## config.mk

```make
export PLATFORM = sky130hd
export DESIGN_NAME = marker_run_detect_flat
export DESIGN_NICKNAME = d
export VERILOG_FILES = /design/src/rtl/marker_pkg.sv /design/src/rtl/marker_run_detect_if.sv /design/src/rtl/run_tracker.sv /design/src/rtl/marker_run_detect.sv /design/src/flat_wrapper.sv
export SDC_FILE = /design/constraint.sdc
export NUM_CORES = 1
export LEC_CHECK = 0
export ABC_AREA = 1
export CAP_MARGIN = 20
export CORE_MARGIN = 4
export CORE_UTILIZATION = 65
export CTS_BUF_LIST = sky130_fd_sc_hd__clkbuf_4
export DETAILED_ROUTE_END_ITERATION = 12
export DONT_BUFFER_PORTS = 1
export GPL_TIMING_DRIVEN = 0
export PLACE_DENSITY_LB_ADDON = 0.08
export SLEW_MARGIN = 30
export SYNTH_ARGS = -nofsm -noshare
export SYNTH_HDL_FRONTEND = slang
export SYNTH_SLANG_ARGS = --single-unit
```

## constraint.sdc

```tcl
create_clock -name clk_in -period 4.7 [get_ports clk_in]
set_clock_uncertainty 0.1 [all_clocks]
set_input_delay 0.94 -clock clk_in [delete_from_list [all_inputs] [get_ports clk_in]]
set_output_delay 0.94 -clock clk_in [all_outputs]
set_load 0.01 [all_outputs]
```

## src/rtl/marker_pkg.sv

```systemverilog
// Shared types for the marker run detector: colour codes, FSM states, run events and the length qualifier.
package marker_pkg;

  // Event field width; must equal the X_WIDTH the detector is built with.
  localparam int unsigned EV_X_WIDTH = 11;

  typedef logic [2:0] colour_t;

  typedef enum logic [1:0] {
    S_IDLE,
    S_OUT1,
    S_INN
  } state_t;

  typedef struct packed {
    logic                  valid;
    colour_t               colour;
    logic [EV_X_WIDTH-1:0] len;
    logic [EV_X_WIDTH-1:0] start;
  } run_event_t;

  function automatic logic qual(input logic [EV_X_WIDTH-1:0] len,
                                input int unsigned min_run,
                                input int unsigned max_run);
    return (32'(len) >= min_run) && (32'(len) <= max_run);
  endfunction

endpackage

```

## src/rtl/marker_run_detect_if.sv

```systemverilog
// Pixel stream in, marker report out; master drives pixels, slave is the detector.
interface marker_run_detect_if
  import marker_pkg::*;
#(
  parameter int unsigned X_WIDTH = 11
);
  logic               pixel_valid_in;
  colour_t            pixel_in;
  logic               line_start_in;
  logic               line_end_in;
  logic               marker_found_out;
  logic [X_WIDTH-1:0] marker_x_out;
  logic [X_WIDTH+1:0] marker_width_out;

  modport master (
    output pixel_valid_in, pixel_in, line_start_in, line_end_in,
    input  marker_found_out, marker_x_out, marker_width_out
  );

  modport slave (
    input  pixel_valid_in, pixel_in, line_start_in, line_end_in,
    output marker_found_out, marker_x_out, marker_width_out
  );
endinterface

```

## src/rtl/run_tracker.sv

```systemverilog
// Run-length tracker: x counter, optional glitch filter, and one run event per closed run.
// ev_now is combinational from the accepted pixel; ev_pend carries a second closure into the next cycle.
module run_tracker
  import marker_pkg::*;
#(
  parameter int unsigned X_WIDTH = 11,
  parameter int unsigned MAX_RUN = 64
) (
  input  logic       clk_in,
  input  logic       rst_in,
  input  logic       pix_vld,
  input  colour_t    pix,
  input  logic       line_start,
  input  logic       line_end,
  output run_event_t ev_now,
  output run_event_t ev_pend,
  output logic       line_restart
);
  typedef logic [X_WIDTH-1:0] xw_t;
  localparam xw_t LEN_SAT = xw_t'(MAX_RUN + 1);

  xw_t        x_q, x_d, px;
  colour_t    run_colour_q, run_colour_d;
  xw_t        run_len_q, run_len_d;
  xw_t        run_start_q, run_start_d;
  logic       run_open_q, run_open_d;
  run_event_t pend_q, pend_d;
`ifdef GLITCH_FILTER_EN
  logic       cand_vld_q, cand_vld_d;
  colour_t    cand_colour_q, cand_colour_d;
  xw_t        cand_x_q, cand_x_d;
  xw_t        merged_len;
`endif

  function automatic xw_t bump(input xw_t len);
    return (len >= LEN_SAT) ? LEN_SAT : len + xw_t'(1);
  endfunction

  function automatic run_event_t mk_ev(input colour_t c, input xw_t len, input xw_t start);
    run_event_t e;
    e.valid  = 1'b1;
    e.colour = c;
    e.len    = EV_X_WIDTH'(len);
    e.start  = EV_X_WIDTH'(start);
    return e;
  endfunction

  always_comb begin
    x_d          = x_q;
    run_colour_d = run_colour_q;
    run_len_d    = run_len_q;
    run_start_d  = run_start_q;
    run_open_d   = run_open_q;
    pend_d       = '0;
    ev_now       = '0;
    line_restart = 1'b0;
    px           = line_start ? '0 : x_q;
`ifdef GLITCH_FILTER_EN
    cand_vld_d    = cand_vld_q;
    cand_colour_d = cand_colour_q;
    cand_x_d      = cand_x_q;
    merged_len    = run_len_q;
`endif
    if (pix_vld) begin
      x_d = px + xw_t'(1);
      if (line_start || !run_open_q) begin
        line_restart = line_start;
        run_open_d   = 1'b1;
        run_colour_d = pix;
        run_len_d    = xw_t'(1);
        run_start_d  = px;
`ifdef GLITCH_FILTER_EN
        cand_vld_d   = 1'b0;
`endif
      end else begin
`ifdef GLITCH_FILTER_EN
        if (cand_vld_q && pix == cand_colour_q) begin
          // Candidate confirmed: the new run started at the candidate pixel.
          ev_now       = mk_ev(run_colour_q, run_len_q, run_start_q);
          run_colour_d = cand_colour_q;
          run_len_d    = xw_t'(2);
          run_start_d  = cand_x_q;
          cand_vld_d   = 1'b0;
        end else begin
          merged_len = cand_vld_q ? bump(run_len_q) : run_len_q;
          cand_vld_d = 1'b0;
          if (pix == run_colour_q) begin
            run_len_d = bump(merged_len);
          end else begin
            run_len_d     = merged_len;
            cand_vld_d    = 1'b1;
            cand_colour_d = pix;
            cand_x_d      = px;
          end
        end
`else
        if (pix != run_colour_q) begin
          ev_now       = mk_ev(run_colour_q, run_len_q, run_start_q);
          run_colour_d = pix;
          run_len_d    = xw_t'(1);
          run_start_d  = px;
        end else begin
          run_len_d = bump(run_len_q);
        end
`endif
      end
      if (line_end) begin
        run_open_d = 1'b0;
`ifdef GLITCH_FILTER_EN
        if (cand_vld_d) begin
          ev_now     = mk_ev(run_colour_d, run_len_d, run_start_d);
          pend_d     = mk_ev(cand_colour_d, xw_t'(1), cand_x_d);
          cand_vld_d = 1'b0;
        end else
`endif
        if (ev_now.valid) pend_d = mk_ev(run_colour_d, run_len_d, run_start_d);
        else              ev_now = mk_ev(run_colour_d, run_len_d, run_start_d);
      end
    end
  end

  always_ff @(posedge clk_in or posedge rst_in) begin
    if (rst_in) begin
      x_q           <= '0;
      run_colour_q  <= '0;
      run_len_q     <= '0;
      run_start_q   <= '0;
      run_open_q    <= 1'b0;
      pend_q        <= '0;
`ifdef GLITCH_FILTER_EN
      cand_vld_q    <= 1'b0;
      cand_colour_q <= '0;
      cand_x_q      <= '0;
`endif
    end else begin
      x_q           <= x_d;
      run_colour_q  <= run_colour_d;
      run_len_q     <= run_len_d;
      run_start_q   <= run_start_d;
      run_open_q    <= run_open_d;
      pend_q        <= pend_d;
`ifdef GLITCH_FILTER_EN
      cand_vld_q    <= cand_vld_d;
      cand_colour_q <= cand_colour_d;
      cand_x_q      <= cand_x_d;
`endif
    end
  end

  assign ev_pend = pend_q;

endmodule

```

## src/rtl/marker_run_detect.sv

```systemverilog
// OUTER-INNER-OUTER marker detector over run-length events; pulse 1 clock after the closing pixel.
// Define GLITCH_FILTER_EN to reject single-pixel colour changes (adds one valid pixel of latency).
module marker_run_detect
  import marker_pkg::*;
#(
  parameter int unsigned X_WIDTH      = 11,
  parameter int unsigned MIN_RUN      = 2,
  parameter int unsigned MAX_RUN      = 64,
  parameter colour_t     COLOUR_OUTER = 3'b100,
  parameter colour_t     COLOUR_INNER = 3'b000
) (
  input logic                clk_in,
  input logic                rst_in,
  marker_run_detect_if.slave bus
);
  typedef struct packed {
    state_t                st;
    logic [EV_X_WIDTH-1:0] o1_start;
    logic [EV_X_WIDTH-1:0] o1_len;
    logic [EV_X_WIDTH-1:0] in_len;
    logic                  hit;
    logic [X_WIDTH-1:0]    hit_x;
    logic [X_WIDTH+1:0]    hit_w;
  } fsm_t;

  run_event_t ev_now, ev_pend;
  logic       line_restart;

  state_t                state_q, state_d;
  logic [EV_X_WIDTH-1:0] o1_start_q, o1_start_d, o1_len_q, o1_len_d, in_len_q, in_len_d;
  logic                  found_q, found_d;
  logic [X_WIDTH-1:0]    mx_q, mx_d;
  logic [X_WIDTH+1:0]    mw_q, mw_d;
  fsm_t                  cur, after_pend, after_now;

  run_tracker #(
    .X_WIDTH (X_WIDTH),
    .MAX_RUN (MAX_RUN)
  ) u_tracker (
    .clk_in       (clk_in),
    .rst_in       (rst_in),
    .pix_vld      (bus.pixel_valid_in),
    .pix          (bus.pixel_in),
    .line_start   (bus.line_start_in),
    .line_end     (bus.line_end_in),
    .ev_now       (ev_now),
    .ev_pend      (ev_pend),
    .line_restart (line_restart)
  );

  // One FSM step per event; hit_x/hit_w carry the previous report forward when no hit occurs.
  function automatic fsm_t step(input fsm_t c, input run_event_t ev);
    fsm_t n;
    logic ok;
    n     = c;
    n.hit = 1'b0;
    ok    = qual(ev.len, MIN_RUN, MAX_RUN);
    if (ev.valid) begin
      if (c.st == S_OUT1 && ev.colour == COLOUR_INNER && ok) begin
        n.st     = S_INN;
        n.in_len = ev.len;
      end else if (c.st == S_INN && ev.colour == COLOUR_OUTER && ok) begin
        n.hit      = 1'b1;
        n.hit_x    = X_WIDTH'(c.o1_start);
        n.hit_w    = (X_WIDTH+2)'(c.o1_len) + (X_WIDTH+2)'(c.in_len) + (X_WIDTH+2)'(ev.len);
        n.st       = S_OUT1;
        n.o1_start = ev.start;
        n.o1_len   = ev.len;
      end else if (ev.colour == COLOUR_OUTER && ok) begin
        n.st       = S_OUT1;
        n.o1_start = ev.start;
        n.o1_len   = ev.len;
      end else begin
        n.st = S_IDLE;
      end
    end
    return n;
  endfunction

  // The pending event belongs to the previous line, so it is stepped before a line restart.
  always_comb begin
    cur.st       = state_q;
    cur.o1_start = o1_start_q;
    cur.o1_len   = o1_len_q;
    cur.in_len   = in_len_q;
    cur.hit      = 1'b0;
    cur.hit_x    = mx_q;
    cur.hit_w    = mw_q;
    after_pend   = step(cur, ev_pend);
    if (line_restart) after_pend.st = S_IDLE;
    after_now    = step(after_pend, ev_now);
    state_d      = after_now.st;
    o1_start_d   = after_now.o1_start;
    o1_len_d     = after_now.o1_len;
    in_len_d     = after_now.in_len;
    found_d      = after_pend.hit | after_now.hit;
    mx_d         = after_now.hit_x;
    mw_d         = after_now.hit_w;
  end

  always_ff @(posedge clk_in or posedge rst_in) begin
    if (rst_in) begin
      state_q    <= S_IDLE;
      o1_start_q <= '0;
      o1_len_q   <= '0;
      in_len_q   <= '0;
      found_q    <= 1'b0;
      mx_q       <= '0;
      mw_q       <= '0;
    end else begin
      state_q    <= state_d;
      o1_start_q <= o1_start_d;
      o1_len_q   <= o1_len_d;
      in_len_q   <= in_len_d;
      found_q    <= found_d;
      mx_q       <= mx_d;
      mw_q       <= mw_d;
    end
  end

  assign bus.marker_found_out = found_q;
  assign bus.marker_x_out     = mx_q;
  assign bus.marker_width_out = mw_q;

endmodule

```

## src/flat_wrapper.sv

```systemverilog
// flat-port wrapper written by rule: the top's interface ports become plain ports
module marker_run_detect_flat import marker_pkg::*;
#(
  parameter int unsigned X_WIDTH      = 11,
  parameter int unsigned MIN_RUN      = 2,
  parameter int unsigned MAX_RUN      = 64,
  parameter colour_t     COLOUR_OUTER = 3'b100,
  parameter colour_t     COLOUR_INNER = 3'b000
)
  (clk_in, rst_in, bus_pixel_valid_in, bus_pixel_in, bus_line_start_in, bus_line_end_in, bus_marker_found_out, bus_marker_x_out, bus_marker_width_out);
  marker_run_detect_if #(.X_WIDTH(X_WIDTH)) bus_i ();
  input logic clk_in;
  input logic rst_in;
  input wire logic [$bits(bus_i.pixel_valid_in)-1:0] bus_pixel_valid_in;
  input wire logic [$bits(bus_i.pixel_in)-1:0] bus_pixel_in;
  input wire logic [$bits(bus_i.line_start_in)-1:0] bus_line_start_in;
  input wire logic [$bits(bus_i.line_end_in)-1:0] bus_line_end_in;
  output wire logic [$bits(bus_i.marker_found_out)-1:0] bus_marker_found_out;
  output wire logic [$bits(bus_i.marker_x_out)-1:0] bus_marker_x_out;
  output wire logic [$bits(bus_i.marker_width_out)-1:0] bus_marker_width_out;
  assign bus_i.pixel_valid_in = bus_pixel_valid_in;
  assign bus_i.pixel_in = bus_pixel_in;
  assign bus_i.line_start_in = bus_line_start_in;
  assign bus_i.line_end_in = bus_line_end_in;
  assign bus_marker_found_out = bus_i.marker_found_out;
  assign bus_marker_x_out = bus_i.marker_x_out;
  assign bus_marker_width_out = bus_i.marker_width_out;
  marker_run_detect #(.X_WIDTH(X_WIDTH), .MIN_RUN(MIN_RUN), .MAX_RUN(MAX_RUN), .COLOUR_OUTER(COLOUR_OUTER), .COLOUR_INNER(COLOUR_INNER)) u_core (.clk_in(clk_in), .rst_in(rst_in), .bus(bus_i));
endmodule
```

==> flow_summary.json, run 1 <==
{
  "status": "completed",
  "avgSynthCellArea_sq_um": 7.36,
  "ir_worst_vdd_v": 0.000191,
  "yosysTopAreaCell": "dfrtp_1",
  "grt_pass1_wl_mm": 32.3,
  "async_flop_share": 1.00,
  "timing.final.max_slew_violations": 0,
  "worstPathArrival_ns": 4.99,
  "p_total_w": 0.00219,
  "first_pass_iters": 5,
  "cp-end-kind": "register",
  "r2r_end": "u_core.bus.marker_width_out[12]",
  "synthesis.area_sq_mm": 0.00813,
  "clk_pin_slew_worst_paths_ns": 0.12,
  "synthMostInstantiatedCell": "nand2_1",
  "place_area_sq_mm": 0.00841,
  "r2r_cells": 27,
  "startpoint_type": "register",
  "fmax_mhz": 219,
  "min_period_ns": 4.58,
  "drive_gt1_frac": 0.100,
  "avgViaCountPerCell": 5.45,
  "area_delta_synth_final_pct": 10.3,
  "drt_iter0_drc": 702,
  "drt_wl_total_mm": 19.8,
  "grt_max_degree": 96,
  "stdcell_area_sq_mm": 0.00897,
  "cts_tree": "done",
  "dp_hpwl_mm": 14.8,
  "worstSkewPairLatency_ns": 0.56,
  "avgRoutedWirePerCell_um": 14.9,
  "clock_sinks": 123,
  "netlist.area_leader.share": 0.378,
  "power.density_mw_per_mm2": 244,
  "initial_utilization": 0.671,
  "cts_hold_buf": 0,
  "synth_seq_cells": 123,
  "die_w_um": 120,
  "leakage_nw": 4.77,
  "core_area_sq_mm": 0.0121,
  "min_path_type": "primary input to async pin",
  "hold_viol_final": 0,
  "grtUsageTotal": 0.282,
  "p_sw_w": 0.000576,
  "clockBufferDepth": 2,
  "crit_slowest_cell": "dfrtp_1",
  "r2r-start": "u_core.u_tracker.ev_pend[15]",
  "nets": 1201,
  "num_rows": 40,
  "synth_edf_count": 0,
  "setup_viol": 0,
  "route.detailed.drc": 0,
  "first_global_vias": 6740,
  "antenna_left": 0,
  "antenna_found_initial": 1,
  "io_buffers": 0,
  "synth_cell_types": 44,
  "min_period_over_period": 0.974,
  "place_ws_ns": -0.700,
  "vias": 7210,
  "path_class": "register to register",
  "io_pins": 33,
  "tightest_slew_ns": 0.638,
  "synth_ff_type": "dfrtp_1",
  "yosysSeqAreaShare": 0.378,
  "setup_tns_ns": 0,
  "combPwrFrac": 0.079,
  "cpMostUsedCell": "nand2_1",
  "p_int_w": 0.00161,
  "overflow": 0,
  "clock-root-buffer": "clkbuf_4",
  "synth_cells": 1105,
  "crit_required_ns": 5.11,
  "p_seq_frac": 0.501,
  "ys_warn_count": 0,
  "die_h_um": 120,
  "slew_headroom": 0.569,
  "dieArea_sq_mm": 0.0144,
  "cp_slowest_stage_delay_ns": 0.42,
  "yosys-top-cells-count": "nand2_1 (325), inv_1 (128), dfrtp_1 (123), nor2_1 (99), o21ai_0 (83)",
  "r2r_slack_ns": 0.12,
  "htree_levels": 4,
  "pwr-share-clk": 0.420,
  "numCtsBuffers": 17,
  "drv_cap": 0,
  "ys_top_cells_by_area": "dfrtp_1 (38%), nand2_1 (15%), ha_1 (7.2%)",
  "worstPathMaxFanout": 10,
  "place_congestion": 0.897,
  "switching_share": 0.263,
  "layout_setup_ws_ns": 0.124
}
per-stage QoR:
step	cells	util	hold WS, ns
floorplan	1114	-	0.353
global placement	1282	0.692	0.372
detailed placement	1283	0.695	0.390
CTS	1317	0.729	0.0282
global route	1324	0.741	0.0273
finish	1324	0.741	0.0473
worst max-delay path: cells and delay by family (launching register included):
family	cells	cell delay, ns
fa+ha+maj	3	0.90
xor+xnor	1	0.19
simple gates	15	1.79
flops	1	0.42
buf+inv	3	0.39
compound gates	5	0.76
placed cells by master (no fill, tap or decap), types with 3 or more instances in the layout:
master     synthesis  final
a211oi_1           5      5
a21o_1             3      3
a21oi_1           45     42
a21oi_2            0      3
buf_2             10     10
buf_4              4     13
buf_6              6      8
bufinv_16          0      5
clkbuf_1          16     12
clkbuf_4           0     18
clkinv_4           0      3
conb_1             1     10
dfrtp_1          123    121
fa_1               4      3
ha_1              47     44
ha_4               0      3
inv_1            128    125
inv_2              8      9
nand2_1          325    322
nand2_2            4      7
nand3_1           39     39
nand3_2            4      4
nand4_1           57     57
nor2_1            99     99
nor2_2             4      4
nor3_1            11     11
o21ai_0           83     79
o21ai_1            2      4
o21bai_1           3      3
o22ai_1            6      6
xnor2_1           11     11
xor2_1            33     31
cells by family after synthesis:
kind of cell / after synthesis / share of synthesized area
flip-flops: 123 / 0.378
other: 1 / 0.000461
XOR/XNOR: 45 / 0.0494
AND/OR/NAND/NOR: 555 / 0.296
adder cells (fa/ha/maj): 51 / 0.0822
buffers and inverters: 174 / 0.0892
AO/OA/AOI/OAI: 156 / 0.104
flip-flops by register name, indices dropped and copies added (netlist names):
name / count
u_core.o1_start_q: 11
u_core.u_tracker.x_q: 11
u_core.u_tracker.run_open_q: 1
u_core.u_tracker.run_len_q: 11
u_core.bus.marker_width_out: 13
u_core.bus.marker_x_out: 11
u_core.bus.marker_found_out: 1
u_core.state_q: 2
u_core.u_tracker.run_start_q: 11
u_core.u_tracker.ev_pend: 26
u_core.in_len_q: 11
u_core.u_tracker.run_colour_q: 3
u_core.o1_len_q: 11
worst max-delay path by stage:
stage / startpoint / end / slack (ns) / depth (start not counted)
after floorplan: rst_in / u_core.bus.marker_found_out / 0.39 / 1
after global placement: rst_in / u_core.bus.marker_width_out[7] / -0.88 / 1
after detailed placement: u_core.u_tracker.ev_pend[12] / u_core.bus.marker_width_out[12] / -0.70 / 24
after CTS: u_core.u_tracker.ev_pend[15] / u_core.bus.marker_width_out[12] / 0.004 / 27
after global routing: u_core.u_tracker.ev_pend[14] / u_core.bus.marker_width_out[12] / -0.11 / 25
final: u_core.u_tracker.ev_pend[15] / u_core.bus.marker_width_out[12] / 0.12 / 27
routing by layer:
| layer | wire (um) | GRT usage | part of all wire |
|---|---|---|---|
| met4 | 331 | 0.0974 | 0.017 |
| met1 | 9170 | 0.403 | 0.46 |
| met3 | 1360 | 0.0580 | 0.069 |
| met5 | 0 | 0 | 0 |
| met2 | 8900 | 0.428 | 0.45 |
timing repair:
item	4_1_cts	5_1_grt
setup buffers	3	6
resized for setup	13	31
hold endpoints to repair	0	0
setup endpoints to repair	6	6
pin swaps	1	9
final cells by class:
| class | count | area [sq um] |
|---|---|---|
| Fill cell | 978 | 3140 |
| Buffer | 37 | 236 |
| Timing Repair Buffer | 10 | 95.1 |
| Sequential cell | 123 | 3080 |
| Antenna cell | 1 | 2.50 |
| Multi-Input combinational cell | 817 | 4470 |
| Inverter | 136 | 520 |
| Tap cell | 168 | 210 |
| Clock inverter | 14 | 218 |
| Clock buffer | 18 | 135 |
power groups by stage:
stage | Sequential [W] | Clock (W) | Combinational [W]
4_1_cts | 0.00109 | 0.000928 | 0.000168
2_1_floorplan | 0.00111 | 0 | 0.000124
6_report | 0.00109 | 0.000919 | 0.000173
3_5_place_dp | 0.00111 | 0 | 0.000165
3_3_place_gp | 0.00111 | 0 | 0.000158
5_1_grt | 0.00110 | 0.000981 | 0.000196
No activity file was read; power rests on OpenSTA's default activity.
==> run 2: changes to the inputs <==
--- a/config.mk
+++ b/config.mk
@@ -6,12 +6,10 @@
 export NUM_CORES = 1
 export LEC_CHECK = 0
 export ABC_AREA = 1
-export CAP_MARGIN = 20
 export CORE_MARGIN = 4
-export CORE_UTILIZATION = 65
+export CORE_UTILIZATION = 45
 export CTS_BUF_LIST = sky130_fd_sc_hd__clkbuf_4
 export DETAILED_ROUTE_END_ITERATION = 12
-export DONT_BUFFER_PORTS = 1
 export GPL_TIMING_DRIVEN = 0
 export PLACE_DENSITY_LB_ADDON = 0.08
 export SLEW_MARGIN = 30
==> run 2 against run 1 <==
  * Register-to-register slack better by 0.15 ns
  * Sequential share of layout area down 1.5 points
  * Wire length up 4.9%
  * Global-route usage down 6.9 points
  * Critical path type unchanged
==> flow_summary.json, run 2 (synthesis gave the netlist of run 1 again) <==
{
  "cts_tree": "done",
  "initial_utilization": 0.465,
  "cp-end-kind": "register",
  "avgViaCountPerCell": 5.06,
  "ir_worst_vdd_v": 0.000111,
  "largest_reg_flops": 26,
  "hold_start": "u_core.u_tracker.x_q[0]",
  "vias": 7192,
  "antenna_found_initial": 1,
  "r2r-start": "u_core.u_tracker.ev_pend[14]",
  "clk_pin_slew_worst_paths_ns": 0.12,
  "drt_wl_total_mm": 20.7,
  "numCtsBuffers": 17,
  "die_w_um": 142,
  "drt_iter0_drc": 354,
  "path_class": "register to register",
  "critPathLaunch": "u_core.u_tracker.ev_pend[14]",
  "slew_headroom": 0.561,
  "whs_ns": 0.404,
  "grt_pass1_wl_mm": 34.5,
  "cts_hold_buf": 0,
  "overflow": 0,
  "fmax_mhz": 226,
  "min_period_ns": 4.42,
  "clock-root-buffer": "clkbuf_4",
  "nets": 1239,
  "htree_levels": 4,
  "antenna_left": 0,
  "io_pins": 33,
  "layout_setup_ws_ns": 0.277,
  "final_cell_mix": "nand2_1 (319), inv_1 (126), dfrtp_1 (121), nor2_1 (96), o21ai_0 (78)",
  "startpoint_type": "register",
  "route.detailed.drc": 0,
  "drive_gt1_frac": 0.113,
  "crit_required_ns": 5.10,
  "first_pass_iters": 5,
  "fin_util": 0.537,
  "io_buffers": 31,
  "grtUsageTotal": 0.213,
  "place_ws_ns": -0.640,
  "leakage_nw": 4.87,
  "worstSkewPairLatency_ns": 0.56,
  "tightest_slew_ns": 0.650,
  "place_congestion": 0.889,
  "place_inst": 1371,
  "grt_max_degree": 90,
  "nFillCells": 1764,
  "drv_cap": 0,
  "core_area_sq_mm": 0.0175,
  "num_rows": 48,
  "power.density_mw_per_mm2": 217,
  "area_delta_synth_final_pct": 15.4,
  "setup_viol": 0,
  "first_global_vias": 6935,
  "status": "completed",
  "min_path_type": "register to register",
  "layout.cells.non_filler": 1420,
  "final_common_cell": "nand2_1",
  "dieArea_sq_mm": 0.0203,
  "clockBufferDepth": 2,
  "dp_hpwl_mm": 16.2,
  "hold_viol_final": 0,
  "clock_sinks": 123,
  "min_period_over_period": 0.941,
  "worstPathArrival_ns": 4.82,
  "avgRoutedWirePerCell_um": 14.6,
  "setup_tns_ns": 0,
  "timing.final.max_slew_violations": 0,
  "die_h_um": 142,
  "worstPathMaxFanout": 10
}
run 2: cell types whose count changed in the layout (fill, tap and decap cells not counted), moves of 2 or more:
cell,previous run,this run
clkdlybuf4s50_1,0,31
buf_4,13,21
bufinv_16,5,2
ha_1,44,41
nand2_1,322,319
nand2_2,7,10
nor2_1,99,96
nor2_2,4,7
a21oi_1,42,40
clkinv_2,1,3
clkinvlp_4,2,4
ha_2,0,2
inv_2,9,7
run 2: timing repair:
item | CTS | global route
setup endpoints to repair | 6 | 6
setup buffers | 2 | 15
gates resized for setup | 14 | 44
pin swaps | 1 | 26
run 2: area by class of cell:
| class | count | area, sq um | share of cell area |
|---|---|---|---|
| well taps | 225 | 282 | 0.0300 |
| plain buffers | 36 | 215 | 0.0229 |
| repair buffers | 49 | 469 | 0.0500 |
| flip-flops and latches | 123 | 3080 | 0.328 |
| diodes | 2 | 5.00 | 0.000533 |
| clock inverters | 14 | 145 | 0.0155 |
| multi-input cells | 817 | 4530 | 0.483 |
| clock buffers | 18 | 135 | 0.0144 |
| inverters | 136 | 524 | 0.0559 |
run 2: report_power, final:
| group | switching [W] | total (W) | internal (W) | leakage (nW) |
|---|---|---|---|---|
| sequential | 0.0000175 | 0.00109 | 0.00108 | 1.67 |
| combinational | 0.000124 | 0.000180 | 0.0000554 | 3.05 |
| clock | 0.000439 | 0.000761 | 0.000322 | 0.147 |
| total | 0.000581 | 0.00204 | 0.00145 | 4.87 |
run 2: path summary, 6_finish.rpt:
check	endpoint	slack, ns	depth (start not counted)
min reg2reg	u_core.u_tracker.x_q[0]	0.40	2
min	u_core.u_tracker.x_q[0]	0.40	2
max	u_core.bus.marker_width_out[12]	0.28	24
max in group asynchronous	u_core.u_tracker.ev_pend[12]	3.13	3
min in group asynchronous	u_core.u_tracker.run_len_q[0]	0.63	2
max reg2reg	u_core.bus.marker_width_out[12]	0.28	24
run 2: critical path, stage by stage (launching register included):
cell	delay (ns)
dfrtp_2	0.45
or3_1	0.39
o21ai_2	0.22
nand4_1	0.18
clkbuf_4	0.23
nand2_1	0.09
nand2_2	0.08
ha_4	0.18
fa_2	0.39
nand3_1	0.09
nand2_2	0.08
a21oi_2	0.14
nor2_1	0.05
nor2_1	0.12
xor2_1	0.16
inv_1	0.09
ha_4	0.31
nand2_1	0.07
o21ai_1	0.13
a21o_1	0.13
a21boi_2	0.07
or2_4	0.24
a21boi_4	0.19
nand4_1	0.14
nand2_1	0.08
run 2: routing by layer:
metal  GRT usage  wire, um  up-vias
li1            -         -     3739
met1       0.305     10300     3274
met2       0.325      9060      155
met3      0.0491      1060       24
met4      0.0605       299        0
met5           0         0        -
run 2: stage by stage:
step / power (W) / cell area [sq um]
floorplan: 0.00123 / 8170
global placement: 0.00128 / 8760
detailed placement: 0.00129 / 8790
CTS: 0.00206 / 9140
global route: 0.00214 / 9390
finish: 0.00204 / 9390
